===== config.mk =====
export PLATFORM = sky130hd
export DESIGN_NAME = exp_job_scheduler
export DESIGN_NICKNAME = d
export VERILOG_FILES = /design/src/rtl/exp_job_scheduler.sv
export SDC_FILE = /design/constraint.sdc
export NUM_CORES = 1
export LEC_CHECK = 0
export ABC_CLOCK_PERIOD_IN_PS = 5100
export CORE_ASPECT_RATIO = 2
export CORE_UTILIZATION = 41
export CTS_BUF_LIST = sky130_fd_sc_hd__clkbuf_4 sky130_fd_sc_hd__clkbuf_8
export CTS_CLUSTER_SIZE = 25
export DETAILED_ROUTE_END_ITERATION = 10
export PLACE_DENSITY = 0.76
export RECOVER_POWER = 100
export SYNTH_ARGS = -nofsm -noshare
export SYNTH_HDL_FRONTEND = slang
export SYNTH_SLANG_ARGS = --single-unit
export TNS_END_PERCENT = 100

===== constraint.sdc =====
create_clock -name clk -period 5.1 [get_ports clk]
set_clock_uncertainty 0.15 [all_clocks]
set_input_delay 1.275 -clock clk [delete_from_list [all_inputs] [get_ports clk]]
set_output_delay 1.275 -clock clk [all_outputs]
set_load 0.005 [all_outputs]

===== src/rtl/exp_job_scheduler.sv =====
// Round-robin front end that shares one series-evaluation engine among NREQ clients.
// Grants one job at a time, launches the engine, and returns its result or a watchdog abort.
module exp_job_scheduler #(
    parameter int NREQ    = 4,
    parameter int XW      = 16,
    parameter int RW      = 16,
    parameter int TIMEOUT = 255
) (
    input  logic                     clk,
    input  logic                     rst,
    input  logic [NREQ-1:0]          req,
    input  logic [NREQ*XW-1:0]       x_bus,
    output logic [NREQ-1:0]          ack,
    output logic [NREQ-1:0]          done,
    output logic [RW-1:0]            result,
    output logic                     err,
    output logic                     busy,
    output logic [$clog2(NREQ)-1:0]  owner,
    output logic                     eng_start,
    output logic [XW-1:0]            eng_x,
    input  logic                     eng_ready,
    input  logic [RW-1:0]            eng_result
);
    localparam int PW = $clog2(NREQ);
    localparam logic [15:0] WD_LIMIT = 16'(TIMEOUT);

    typedef enum logic [2:0] {
        IDLE,
        LAUNCH,
        WAIT_LO,
        WAIT_HI,
        DELIVER
    } state_t;

    state_t        state;
    logic [PW-1:0] ptr;
    logic [PW-1:0] winner;
    logic [PW-1:0] cand_hi;
    logic [PW-1:0] cand_lo;
    logic          found_hi;
    logic [15:0]   wait_cnt;

    // Lowest requester above the last grant wins; otherwise wrap to the lowest at or below it.
    always_comb begin
        cand_hi  = '0;
        cand_lo  = '0;
        found_hi = 1'b0;
        for (int i = NREQ - 1; i >= 0; i--) begin
            if (req[i]) begin
                if (PW'(i) > ptr) begin
                    cand_hi  = PW'(i);
                    found_hi = 1'b1;
                end else begin
                    cand_lo = PW'(i);
                end
            end
        end
        winner = found_hi ? cand_hi : cand_lo;
    end

    always_ff @(posedge clk) begin
        if (rst) begin
            state     <= IDLE;
            ack       <= '0;
            done      <= '0;
            err       <= 1'b0;
            eng_start <= 1'b0;
            busy      <= 1'b0;
            result    <= '0;
            eng_x     <= '0;
            owner     <= '0;
            wait_cnt  <= '0;
            ptr       <= PW'(NREQ - 1);
        end else begin
            ack       <= '0;
            done      <= '0;
            err       <= 1'b0;
            eng_start <= 1'b0;
            case (state)
                IDLE: begin
                    if ((|req) && eng_ready) begin
                        eng_x       <= x_bus[int'(winner)*XW +: XW];
                        owner       <= winner;
                        ptr         <= winner;
                        ack[winner] <= 1'b1;
                        eng_start   <= 1'b1;
                        busy        <= 1'b1;
                        state       <= LAUNCH;
                    end
                end
                LAUNCH: begin
                    wait_cnt <= '0;
                    state    <= WAIT_LO;
                end
                WAIT_LO: begin
                    if (wait_cnt == WD_LIMIT) begin
                        err   <= 1'b1;
                        busy  <= 1'b0;
                        state <= IDLE;
                    end else if (!eng_ready) begin
                        state <= WAIT_HI;
                    end else begin
                        wait_cnt <= wait_cnt + 16'd1;
                    end
                end
                WAIT_HI: begin
                    // The watchdog budget spans both wait phases; the count is not restarted.
                    if (wait_cnt == WD_LIMIT) begin
                        err   <= 1'b1;
                        busy  <= 1'b0;
                        state <= IDLE;
                    end else if (eng_ready) begin
                        result      <= eng_result;
                        done[owner] <= 1'b1;
                        state       <= DELIVER;
                    end else begin
                        wait_cnt <= wait_cnt + 16'd1;
                    end
                end
                DELIVER: begin
                    busy  <= 1'b0;
                    state <= IDLE;
                end
                default: begin
                    busy  <= 1'b0;
                    state <= IDLE;
                end
            endcase
        end
    end

endmodule

# == Word-level counts from Yosys, hierarchy flattened ==
# Cells that the tools add are included.
# totals
register_bits,66
in_bits,87
elab_cells,101
# classes
n_addsub,1
n_lt_le_gt_ge,8
n_eq_ne,12
shifts,1
n_mux,45
bitwise_logic,7
n_reduce_logical,16
# op_table
op,n
$mux W16,4
$shiftx A64 B7 Y16,1
$pmux W16 S3,1
$mux W2,17
$add A16 B1 Y16 const B,1
$eq A16 B8 Y1 const B,1
$mux W3,5
$mux W1,14
$pmux W3 S4,1
$ne A2 B2 Y1 const B,5
$reduce_and A3 Y1,3
$reduce_or A4 Y1,2
$not A1 Y1,7
$eq A3 B2 Y1 const B,2
$lt A2 B3 Y1 const B,2
$ne A3 B3 Y1 const B,2
$reduce_or A2 Y1,3
$reduce_and A5 Y1,1
$demux W1 S2,2
$ge A2 B1 Y1 const B,2
$gt A1 B2 Y1 const A,2
$gt A2 B2 Y1 const A,2
$eq A3 B1 Y1 const B,1
$logic_and A1 B1 Y1,3
6 further kinds,6

# == Longest topological paths before layout ==
# Gate-level depths: netlist of the first run.
# depth
depth_word,14
depth_mapped,8
depth_no_buf,5

# == Worst setup path after synthesis of the first run ==
# No wires, ideal clock.
# synth_timing
path_kind,input port to flip-flop
start,input req[2]
end,register ptr[0]
t_arrival_ns,2.488
required_time_ns,4.827
path_slack_ns,2.339
cell_stages,6
cell_sequence,buf_2 nor4_2 or4_4 buf_2 nor4_4 o21bai_1
# synth_via
elab_chain_len,6
# synth_lines
item,line,text
start: declaration,11,"input logic [NREQ-1:0] req,"
$mux W2 / $mux W1 (equally long branches),49,if (req[i]) begin
$mux W2 / $mux W1 (equally long branches),50,if (PW'(i) > ptr) begin
$mux W2 / $mux W1 (equally long branches),49,
$mux W2 / $mux W1 (equally long branches),50,
$mux W2 / $mux W1 (equally long branches),49,
$mux W2,58,winner = found_hi ? cand_hi : cand_lo;
end signal: assignment,73,ptr <= PW'(NREQ - 1);
end signal: assignment,84,ptr <= winner;
end: declaration,36,logic [PW-1:0] ptr;
# Parallel ways exist; a longest one is shown, timed or not.
# A chain may end at the register's enable or synchronous reset.

# == Worst setup path after layout of the first run ==
# layout_timing
start,input req[1]
end,register owner[0]
# layout_via
elab_chain_len,4
# layout_lines
item,line,text
$mux W2 / $mux W1 (equally long branches),49,
$mux W2 / $mux W1 (equally long branches),50,
$mux W2 / $mux W1 (equally long branches),49,
$mux W2,58,
end signal: assignment,83,owner <= winner;
end: declaration,18,"output logic [$clog2(NREQ)-1:0] owner,"
# Parallel ways exist; a longest one is shown, timed or not.

==> metrics.csv, run 1 <==
metric,value,unit
Synth Area per Inst,8.34,sq um
Int Pwr,0.000926,W
IO Pins,132,
unrepaired setup endpoints after global routing,no,
Via Count,3596,
Total Nets Final,594,
Num CTS Buffers,9,
internal reg-to-reg setup slack,2.14,ns
Clock Sinks,66,
largest net degree at the start of global routing,54,
Placed Cells,591,
Seq pwr share,44.2,%
DRT Pass-1 Iters,5,
startpoint types,primary input,
Initial Util,42.2,%
final setup fails,0,
Yosys cell types,46,
PwrDens,265,nW/um^2
die area,8500,sq um
fmax,0.240,GHz
critical path arrival,4.15,ns
initial antenna violation count,0,
Residual DRC,0,
R2R Path Start,state[1],
violated checks,"capacitance limit, slew limit",
CP endpoint kind,register,
Filler Cells Inserted,716,
via/cell ratio,5.92,
setup TNS,0,ns
CTS H-tree lvls,3,
"most used cell, CP",nor4_1,
Leak,1.80,nW
die width,65.7,microns
All-Layer GR Usage,24.4,%
post-route clock period utilization,81.6,%
Post-DP HPWL,7.32,mm
cells on worst reg2reg path,4,
Sw Ratio,27.1,%
n_diodes,0,
Final Wtd Congestion,0.792,
CTS tree,built,
R2R Path End,done[0],
Worst Path Required,5.08,ns
Final Hold Fails,0,
layout cells sized above 1,4.11,%
headroom to the max-slew limit,-45.8,%
First DRT Iteration DRCs,153,
post-CTS sizing,0,
latest clock arrival within the worst-skew pair,0.35,ns
Die Span Y,129,microns
"Hold-fix buffers, CTS",0,
area growth from synthesis to layout,44.0,%
FP Rows,46,
"Reg clk slew, reported paths",0.07,ns
core box area,7890,sq um
Pins Over Slew Limit,54,
hold endpoint,result[3],
CP max-delay cell,dlygate4sd3_1,
finished layout cell area,4790,sq um
post-synthesis sequential area ratio,39.7,%
Final min period,4.16,ns
area of the multi-input gates,1810,sq um
Comb power frac,20.1,%
vias in the first global route,3522,
Yosys warning count,0,
Hold Crit Start,result[3],
syn_nets,487,
Final WS setup,0.937,ns
Syn Inst Count,399,
"worst slack, placed",1.20,ns
first-pass GRT wire length,15.9,mm
WP buf/inv,1,
Post-CTS Setup Inserts,0,
WL per Instance,16.8,microns
CTS Buffer Depth,2,
Sequential Area,1320,sq um
slew at the pin closest to its max-slew limit,2.19,ns
Routed Antenna Nets,0,
"Cell Chain, Critical Path","dlygate4sd3_1, nor4_1, or4_1, nor4_1, nor3_1",
Post-synth top flop,dfxtp_1,
PortBufs,131,
Finished Layout Cells,607,
MaxCap Viol Count,1,
Max IR drop VDD,0.000176,V
Seq cells post-synth,66,
Worst path top cell family by delay,simple AND/OR/NAND/NOR gates,
clk root buf,clkbuf_8,
total grt overflow,0,
maximum fanout along the worst path,25,
number of flops mapped to enable cells by yosys,0,
WHS Path Cells,2,
run status,"complete, but fails checks",
DRT Wirelength,10.2,mm
Post-DP Area,4610,sq um
hold_ws,0.327,ns
Post-Syn Area,3330,sq um
Clock Power Share,35.7,%
async set-reset flop share out of synthesis,0,%
HP Class,register to register,
Setup Crit Path Kind,primary input to register,
CP peak stage delay,1.15,ns
P_sw,0.000344,W
[cells in the final DEF, fill, tap and decap left out, types with 6 or more instances in the layout]
cell type / n
clkdlybuf4s50_1: 84
dfxtp_1: 66
dlygate4sd3_1: 46
a21oi_1: 45
o21ai_0: 35
nand3_1: 21
nand2_1: 19
o21bai_1: 17
a31oi_1: 17
and2_1: 16
a32oi_1: 16
clkbuf_8: 11
nor2_1: 9
or3_1: 9
mux2i_1: 8
or4_1: 8
nor3_1: 7
and3_1: 6
inv_1: 6
a211oi_1: 6
nand2b_1: 6
o31ai_1: 6
[metrics by stage]
stage	power, W	utilization, %
global placement	0.000833	58.5
global route	0.00133	60.8
floorplan	0.000697	-
CTS	0.00129	61.1
finish	0.00127	60.8
detailed placement	0.000839	58.5
[layer usage]
| layer | GRT usage (%) | wire, microns | vias to the layer above |
|---|---|---|---|
| met5 | 0 | 0 | - |
| met3 | 5.37 | 528 | 20 |
| met2 | 46.0 | 5940 | 126 |
| met4 | 14.7 | 295 | 0 |
| met1 | 22.8 | 3460 | 1732 |
| li1 | - | - | 1718 |
[final cells by class]
class	instances	area share [%]
repair buffers	132	27.4
well taps	96	2.51
clock buffers	11	3.16
flip-flops and latches	66	27.6
multi-input cells	291	37.8
clock inverters	5	1.10
inverters	6	0.470
[worst max path at each step]
stage	startpoint	cells after the start	end
floorplan	req[2]	6	ptr[0]
global placement	req[1]	5	owner[0]
detailed placement	req[1]	4	eng_x[5]
CTS	req[1]	4	eng_x[5]
global route	req[1]	5	ack[3]
finish	req[1]	5	owner[0]
[logic make-up after synthesis]
family                     count (synthesis)  synth area share (%)
DFF                                       66                  39.7
muxes                                      8                  2.41
adders and majority gates                  1                 0.376
AOI/OAI and AO/OA                        159                  30.3
buffers and inverters                     42                  5.38
and+or+nand+nor                          123                  21.8
[sequential cells by signal, summed over array words and instances, names as in the netlist]
name	cells
wait_cnt	16
eng_start	1
ptr	2
err	1
state	3
result	16
busy	1
done	4
eng_x	16
owner	2
ack	4
[cell usage after synthesis (2+ instances only)]
cell type | instances | area share (%)
a31oi_1 | 17 | 3.2
nor2_1 | 9 | 1.0
nor3_1 | 7 | 1.1
clkbuf_1 | 26 | 2.9
and3_1 | 6 | 1.1
nand2_1 | 19 | 2.1
or3_1 | 9 | 1.7
a32oi_1 | 16 | 4.2
a21boi_0 | 2 | 0.45
nand3_1 | 21 | 3.2
nor2b_1 | 3 | 0.56
o21ai_0 | 35 | 5.3
nand2b_1 | 6 | 1.1
mux2i_1 | 8 | 2.4
a21oi_1 | 45 | 6.8
nand4_1 | 3 | 0.56
or4_1 | 7 | 1.6
o21a_1 | 3 | 0.68
o31ai_1 | 6 | 1.4
o211ai_1 | 2 | 0.45
a211oi_1 | 6 | 1.4
and2_1 | 17 | 3.2
and4_1 | 4 | 1.1
o21bai_1 | 17 | 3.8
buf_2 | 8 | 1.2
nor4_1 | 2 | 0.38
dfxtp_1 | 66 | 40
inv_1 | 6 | 0.68
and3b_1 | 3 | 0.79
nor4_2 | 2 | 0.75
nor3b_1 | 2 | 0.45
a211oi_2 | 2 | 0.75
[power groups by stage]
| stage | Sequential, W | Combinational, W | Clock [W] |
|---|---|---|---|
| after global placement | 0.000573 | 0.000260 | 0 |
| after detailed placement | 0.000574 | 0.000266 | 0 |
| after floorplan | 0.000568 | 0.000129 | 0 |
| after global routing | 0.000564 | 0.000277 | 0.000488 |
| after CTS | 0.000562 | 0.000267 | 0.000462 |
| final | 0.000561 | 0.000255 | 0.000453 |
[tightest hold or removal path, delay by kind of cell, from the launching register on]
family	cells	cell delay (ns)
AO/OA/AOI/OAI	2	0.12
flip-flops	1	0.31
(Power assumes the default switching activity.)
==> inputs of run 2 (changes only) <==
--- a/config.mk
+++ b/config.mk
@@ -5,7 +5,7 @@
 export SDC_FILE = /design/constraint.sdc
 export NUM_CORES = 1
 export LEC_CHECK = 0
-export ABC_CLOCK_PERIOD_IN_PS = 5100
+export ABC_CLOCK_PERIOD_IN_PS = 4130
 export CORE_ASPECT_RATIO = 2
 export CORE_UTILIZATION = 41
 export CTS_BUF_LIST = sky130_fd_sc_hd__clkbuf_4 sky130_fd_sc_hd__clkbuf_8
==> constraint.sdc (replaced) <==
create_clock -name clk -period 4.13 [get_ports clk]
set_clock_uncertainty 0.15 [all_clocks]
set_input_delay 1.0325 -clock clk [delete_from_list [all_inputs] [get_ports clk]]
set_output_delay 1.0325 -clock clk [all_outputs]
set_load 0.005 [all_outputs]
==> run 2 against run 1 <==
- the flow now finishes without violations
- cell area is 0.29% higher
- critical endpoint is now ptr[0]
- utilization is 0.17 points higher
- combinational power is 25% higher
- global-route usage is 0.49 points higher
- critical path type unchanged
==> metrics.csv, run 2 (synthesis results as in run 1) <==
metric,value,unit,change
run status,"finished, final reports clean",,
Filler Cells Inserted,725,,+1.3%
"commonest non-fill, non-tap cells in the layout","clkdlybuf4s50_1, dfxtp_1, dlygate4sd3_1, a21oi_1, o21ai_0",,
Total Nets Final,598,,+0.67%
"Reg clk slew, reported paths",0.07,ns,about the same
internal reg-to-reg setup slack,1.68,ns,-0.46 ns
Via Count,3552,,-1.2%
PortBufs,131,,unchanged
via/cell ratio,5.82,,-1.7%
clk root buf,clkbuf_8,,
slew at the pin closest to its max-slew limit,1.00,ns,-1.18 ns
Clock Sinks,66,,unchanged
die area,8500,sq um,unchanged
first-pass GRT wire length,16.2,mm,+2.2%
Routed Antenna Nets,0,,unchanged
vias in the first global route,3554,,+0.91%
area of the multi-input gates,1810,sq um,about the same
largest net degree at the start of global routing,54,,unchanged
Pins Over Slew Limit,0,,-100%
Sequential Area,1320,sq um,unchanged
First DRT Iteration DRCs,162,,+5.9%
setup TNS,0,ns,unchanged
Initial Util,42.2,%,unchanged
Residual DRC,0,,unchanged
latest clock arrival within the worst-skew pair,0.34,ns,about the same
total grt overflow,0,,unchanged
"Hold-fix buffers, CTS",0,,unchanged
final setup fails,0,,unchanged
startpoint types,primary input,,
Final Wtd Congestion,0.860,,+8.5%
FP Rows,46,,unchanged
hold endpoint,wait_cnt[3],,
headroom to the max-slew limit,32.7,%,+78 points
layout cells sized above 1,5.06,%,+0.95 points
WHS Path Cells,2,,unchanged
Die Span Y,129,microns,unchanged
die width,65.7,microns,unchanged
R2R Path End,done[0],,
WL per Instance,16.8,microns,-0.21%
CTS Buffer Depth,2,,unchanged
unrepaired setup endpoints after global routing,no,,
HP Class,register to register,,
Post-DP HPWL,7.37,mm,+0.71%
Setup Crit Path Kind,primary input to register,,
CP endpoint kind,register,,
Worst Path Required,4.20,ns,-0.88 ns
core box area,7890,sq um,unchanged
Post-CTS Setup Inserts,0,,unchanged
post-CTS sizing,0,,unchanged
Final Power,0.00154,W,+22%
post-route clock period utilization,78.4,%,
CTS tree,built,,
Regs by FF count,"eng_x x16, result x16, wait_cnt x16",,
Num CTS Buffers,9,,unchanged
initial antenna violation count,0,,unchanged
IO Pins,132,,unchanged
n_diodes,0,,unchanged
hold_ws,0.327,ns,+0.000153 ns
CTS H-tree lvls,3,,unchanged
Final min period,3.24,ns,
Max IR drop VDD,0.000210,V,+19%
Post-DP Area,4640,sq um,+0.65%
finished layout cell area,4810,sq um,+0.29%
cells on worst reg2reg path,5,,+1
R2R Path Start,state[1],,
Final Hold Fails,0,,unchanged
fmax,0.309,GHz,
"commonest non-fill, non-tap cell in the layout",clkdlybuf4s50_1,,
DRT Pass-1 Iters,4,,-1
All-Layer GR Usage,24.9,%,+0.49 points
critical path arrival,3.31,ns,-0.84 ns
Leak,1.82,nW,+0.89%
PwrDens,321,nW/um^2,+21%
MaxCap Viol Count,0,,-1
Final Util,60.9,%,+0.17 points
DRT Wirelength,10.3,mm,+0.28%
area growth from synthesis to layout,44.4,%,
Hold Crit Start,wait_cnt[3],,
maximum fanout along the worst path,21,,-16%
==> run 2: worst max-delay path: stages <==
cell and delay, ns:
dlygate4sd3_1 0.82, nor4_1 0.20, or4_4 0.61, nor4_1 0.50, o21bai_1 0.14
==> run 2: routing by layer <==
metal,part of all wire [%],wire [microns],GRT usage (%)
met2,56,5780,46.0
met1,35,3610,24.2
met5,0,0,0
met3,5.3,540,6.51
met4,3.2,330,13.3
==> run 2: through the flow <==
| stage | setup slack [ns] | instances |
|---|---|---|
| after floorplan | 1.61 | 399 |
| after global placement | 0.829 | 595 |
| after detailed placement | 0.771 | 595 |
| after CTS | 1.15 | 610 |
| after global routing | 0.718 | 610 |
| final | 0.891 | 610 |
==> run 2: layout make-up <==
class	count	area share [%]
multi-input cells	291	37.7
repair buffers	136	28.0
flip-flops and latches	66	27.5
clock buffers	10	2.73
well taps	96	2.50
clock inverters	5	1.17
inverters	6	0.469
==> run 2: where the power goes <==
group	leakage (nW)	switching, W	total (W)	internal [W]
clock	0.0955	0.000250	0.000531	0.000281
combinational	1.18	0.000149	0.000319	0.000170
sequential	0.537	0.0000262	0.000694	0.000668
==> run 2: worst max path at each step <==
stage                      start   endpoint  slack, ns  cells past startpoint
after floorplan           req[2]     ptr[0]       1.61                      6
after global placement    req[1]  eng_x[12]       0.83                      6
after detailed placement  req[1]  eng_x[14]       0.77                      6
after CTS                 req[1]  eng_x[14]       1.15                      6
after global routing      req[1]     ack[1]       0.72                      5
final                     req[1]     ptr[0]       0.89                      5
==> inputs of run 3 (changes only) <==
--- a/config.mk
+++ b/config.mk
@@ -5,13 +5,13 @@
 export SDC_FILE = /design/constraint.sdc
 export NUM_CORES = 1
 export LEC_CHECK = 0
-export ABC_CLOCK_PERIOD_IN_PS = 4130
+export ABC_CLOCK_PERIOD_IN_PS = 2650
 export CORE_ASPECT_RATIO = 2
 export CORE_UTILIZATION = 41
 export CTS_BUF_LIST = sky130_fd_sc_hd__clkbuf_4 sky130_fd_sc_hd__clkbuf_8
 export CTS_CLUSTER_SIZE = 25
 export DETAILED_ROUTE_END_ITERATION = 10
-export PLACE_DENSITY = 0.76
+export PLACE_DENSITY = 0.79
 export RECOVER_POWER = 100
 export SYNTH_ARGS = -nofsm -noshare
 export SYNTH_HDL_FRONTEND = slang
==> constraint.sdc (replaced) <==
create_clock -name clk -period 2.65 [get_ports clk]
set_clock_uncertainty 0.15 [all_clocks]
set_input_delay 0.6625 -clock clk [delete_from_list [all_inputs] [get_ports clk]]
set_output_delay 0.6625 -clock clk [all_outputs]
set_load 0.005 [all_outputs]
==> run 3 against run 2 <==
- die area unchanged
- sequential share of layout area down 0.95 points
- sequential cell count did not move
- sequential power is 56% higher
- total power grew 61%
- cell area grew 3.6%
- register-to-register slack got worse by 1.3 ns
- first-iteration DRC count up 17%
- non-clock buffer count is 19 higher
- setup slack worse by 0.65 ns
- largest power group unchanged
- worst hold slack barely moved
- highest routed layer unchanged
==> metrics.csv, run 3 (synthesis results as in run 1) <==
metric,value,unit,change
run status,"finished, final reports clean",,
Post-DP HPWL,7.51,mm,+1.9%
DRT Wirelength,10.1,mm,-1.5%
Worst path top cell family by delay,compound AO/OA/AOI/OAI gates,,
WP buf/inv,1,,unchanged
Final min period,2.41,ns,
Filler Cells Inserted,660,,-9.0%
MaxCap Viol Count,0,,unchanged
"commonest non-fill, non-tap cells in the layout","clkdlybuf4s50_1, dfxtp_1, dlygate4sd3_1, a21oi_1, o21ai_0",,
largest net degree at the start of global routing,30,,-44%
Pins Over Slew Limit,0,,unchanged
CTS Buffer Depth,2,,unchanged
Setup Crit Path Kind,primary input to register,,
Final Hold Fails,0,,unchanged
PwrDens,499,nW/um^2,+55%
Max IR drop VDD,0.000364,V,+74%
initial antenna violation count,0,,unchanged
total grt overflow,0,,unchanged
fmax,0.415,GHz,
stages on the worst setup path,5,,unchanged
via/cell ratio,5.77,,-0.91%
layout cells sized above 1,8.43,%,+3.4 points
Initial Util,42.2,%,unchanged
core box area,7890,sq um,unchanged
area of the multi-input gates,1840,sq um,+1.5%
vias in the first global route,3589,,+0.98%
"Hold-fix buffers, CTS",0,,unchanged
CTS H-tree lvls,3,,unchanged
die width,65.7,microns,unchanged
Final Power,0.00248,W,+61%
final setup fails,0,,unchanged
WL met1,3.47,mm,-3.8%
DRT Pass-1 Iters,4,,unchanged
"Cell Chain, Critical Path","dlygate4sd3_1, a21boi_1, o211ai_2, or4_1, a21oi_1",,
CP endpoint kind,register,,
first-pass GRT wire length,16.3,mm,+0.60%
PortBufs,131,,unchanged
FP Rows,46,,unchanged
"Reg clk slew, reported paths",0.07,ns,about the same
setup TNS,0,ns,unchanged
Leak,1.90,nW,+4.7%
"commonest non-fill, non-tap cell in the layout",clkdlybuf4s50_1,,
die area,8500,sq um,unchanged
routed wl met3,547,microns,+1.3%
Sequential Area,1320,sq um,unchanged
n_diodes,0,,unchanged
startpoint types,primary input,,
Final Wtd Congestion,0.815,,-5.2%
DR top layer,met4,,
HP Class,register to register,,
Worst Path Required,2.78,ns,-1.42 ns
Die Span Y,129,microns,unchanged
CP max-delay cell,dlygate4sd3_1,,
IO Pins,132,,unchanged
Post-CTS Setup Inserts,0,,unchanged
Residual DRC,0,,unchanged
First DRT Iteration DRCs,189,,+17%
headroom to the max-slew limit,47.5,%,+15 points
Num CTS Buffers,9,,unchanged
latest clock arrival within the worst-skew pair,0.35,ns,about the same
Routed Antenna Nets,0,,unchanged
slew at the pin closest to its max-slew limit,0.787,ns,-0.216 ns
Clock Sinks,66,,unchanged
clk root buf,clkbuf_8,,
maximum fanout along the worst path,11,,-48%
Total Nets Final,617,,+3.2%
Via Count,3635,,+2.3%
post-route clock period utilization,91.0,%,
critical path arrival,2.54,ns,-0.77 ns
All-Layer GR Usage,24.9,%,about the same
CTS tree,built,,
cells on worst reg2reg path,6,,+1
WL per Instance,16.0,microns,-4.6%
post-CTS sizing,0,,unchanged
CP peak stage delay,0.62,ns,-0.20 ns
WHS Path Cells,2,,unchanged
Regs by FF count,"eng_x x16, result x16, wait_cnt x16",,
area growth from synthesis to layout,49.6,%,
routed length on met2,5.78,mm,about the same
unrepaired setup endpoints after global routing,no,,
[run 3: cell count changes in the layout (fill, tap and decap cells not counted), sizes merged]
cell	before	now
buf	6	20
clkbuf	10	17
clkdlybuf4s50	83	84
clkinv	3	1
clkinvlp	1	2
dlygate4sd3	47	46
[run 3: where the power goes]
part	total [W]	internal (W)	switching (W)
combinational	0.000521	0.000285	0.000236
sequential	0.00108	0.00104	0.0000396
clock	0.000880	0.000495	0.000386
[run 3: cell type report]
| cell class | count | area share (%) |
|---|---|---|
| repair buffers | 155 | 29.5 |
| multi-input cells | 291 | 36.9 |
| inverters | 6 | 0.452 |
| flip-flops and latches | 66 | 26.5 |
| clock inverters | 4 | 1.01 |
| well taps | 96 | 2.41 |
| clock buffers | 12 | 3.19 |
[run 3: layer usage]
metal  global-route usage [%]  up-vias
met4                     11.4        0
met5                        0        -
met1                     24.5     1716
met2                     46.9      138
met3                     6.16       24
li1                         -     1757
[run 3: through the flow]
| step | area (sq um) | utilization (%) | hold slack (ns) | cells | setup WS, ns |
|---|---|---|---|---|---|
| floorplan | 3330 | - | 0.289 | 399 | 0.502 |
| global placement | 4790 | 60.7 | 0.304 | 614 | 0.00518 |
| detailed placement | 4790 | 60.7 | 0.318 | 614 | -0.00342 |
| CTS | 5000 | 63.4 | 0.329 | 630 | 0.361 |
| global route | 4980 | 63.1 | 0.356 | 630 | 0.134 |
| finish | 4980 | 63.1 | 0.327 | 630 | 0.239 |
[run 3: path summary, 6_finish.rpt]
check	to	from	slack (ns)
max	wait_cnt[15]	eng_ready	0.24
max reg2reg	result[2]	wait_cnt[0]	0.41
min reg2reg	result[5]	result[5]	0.33
min	result[5]	result[5]	0.33
[run 3: worst min-delay path, stage by stage, from the launching register on]
cell and delay, ns:
dfxtp_1 0.31, o21ai_0 0.06, a21oi_1 0.06
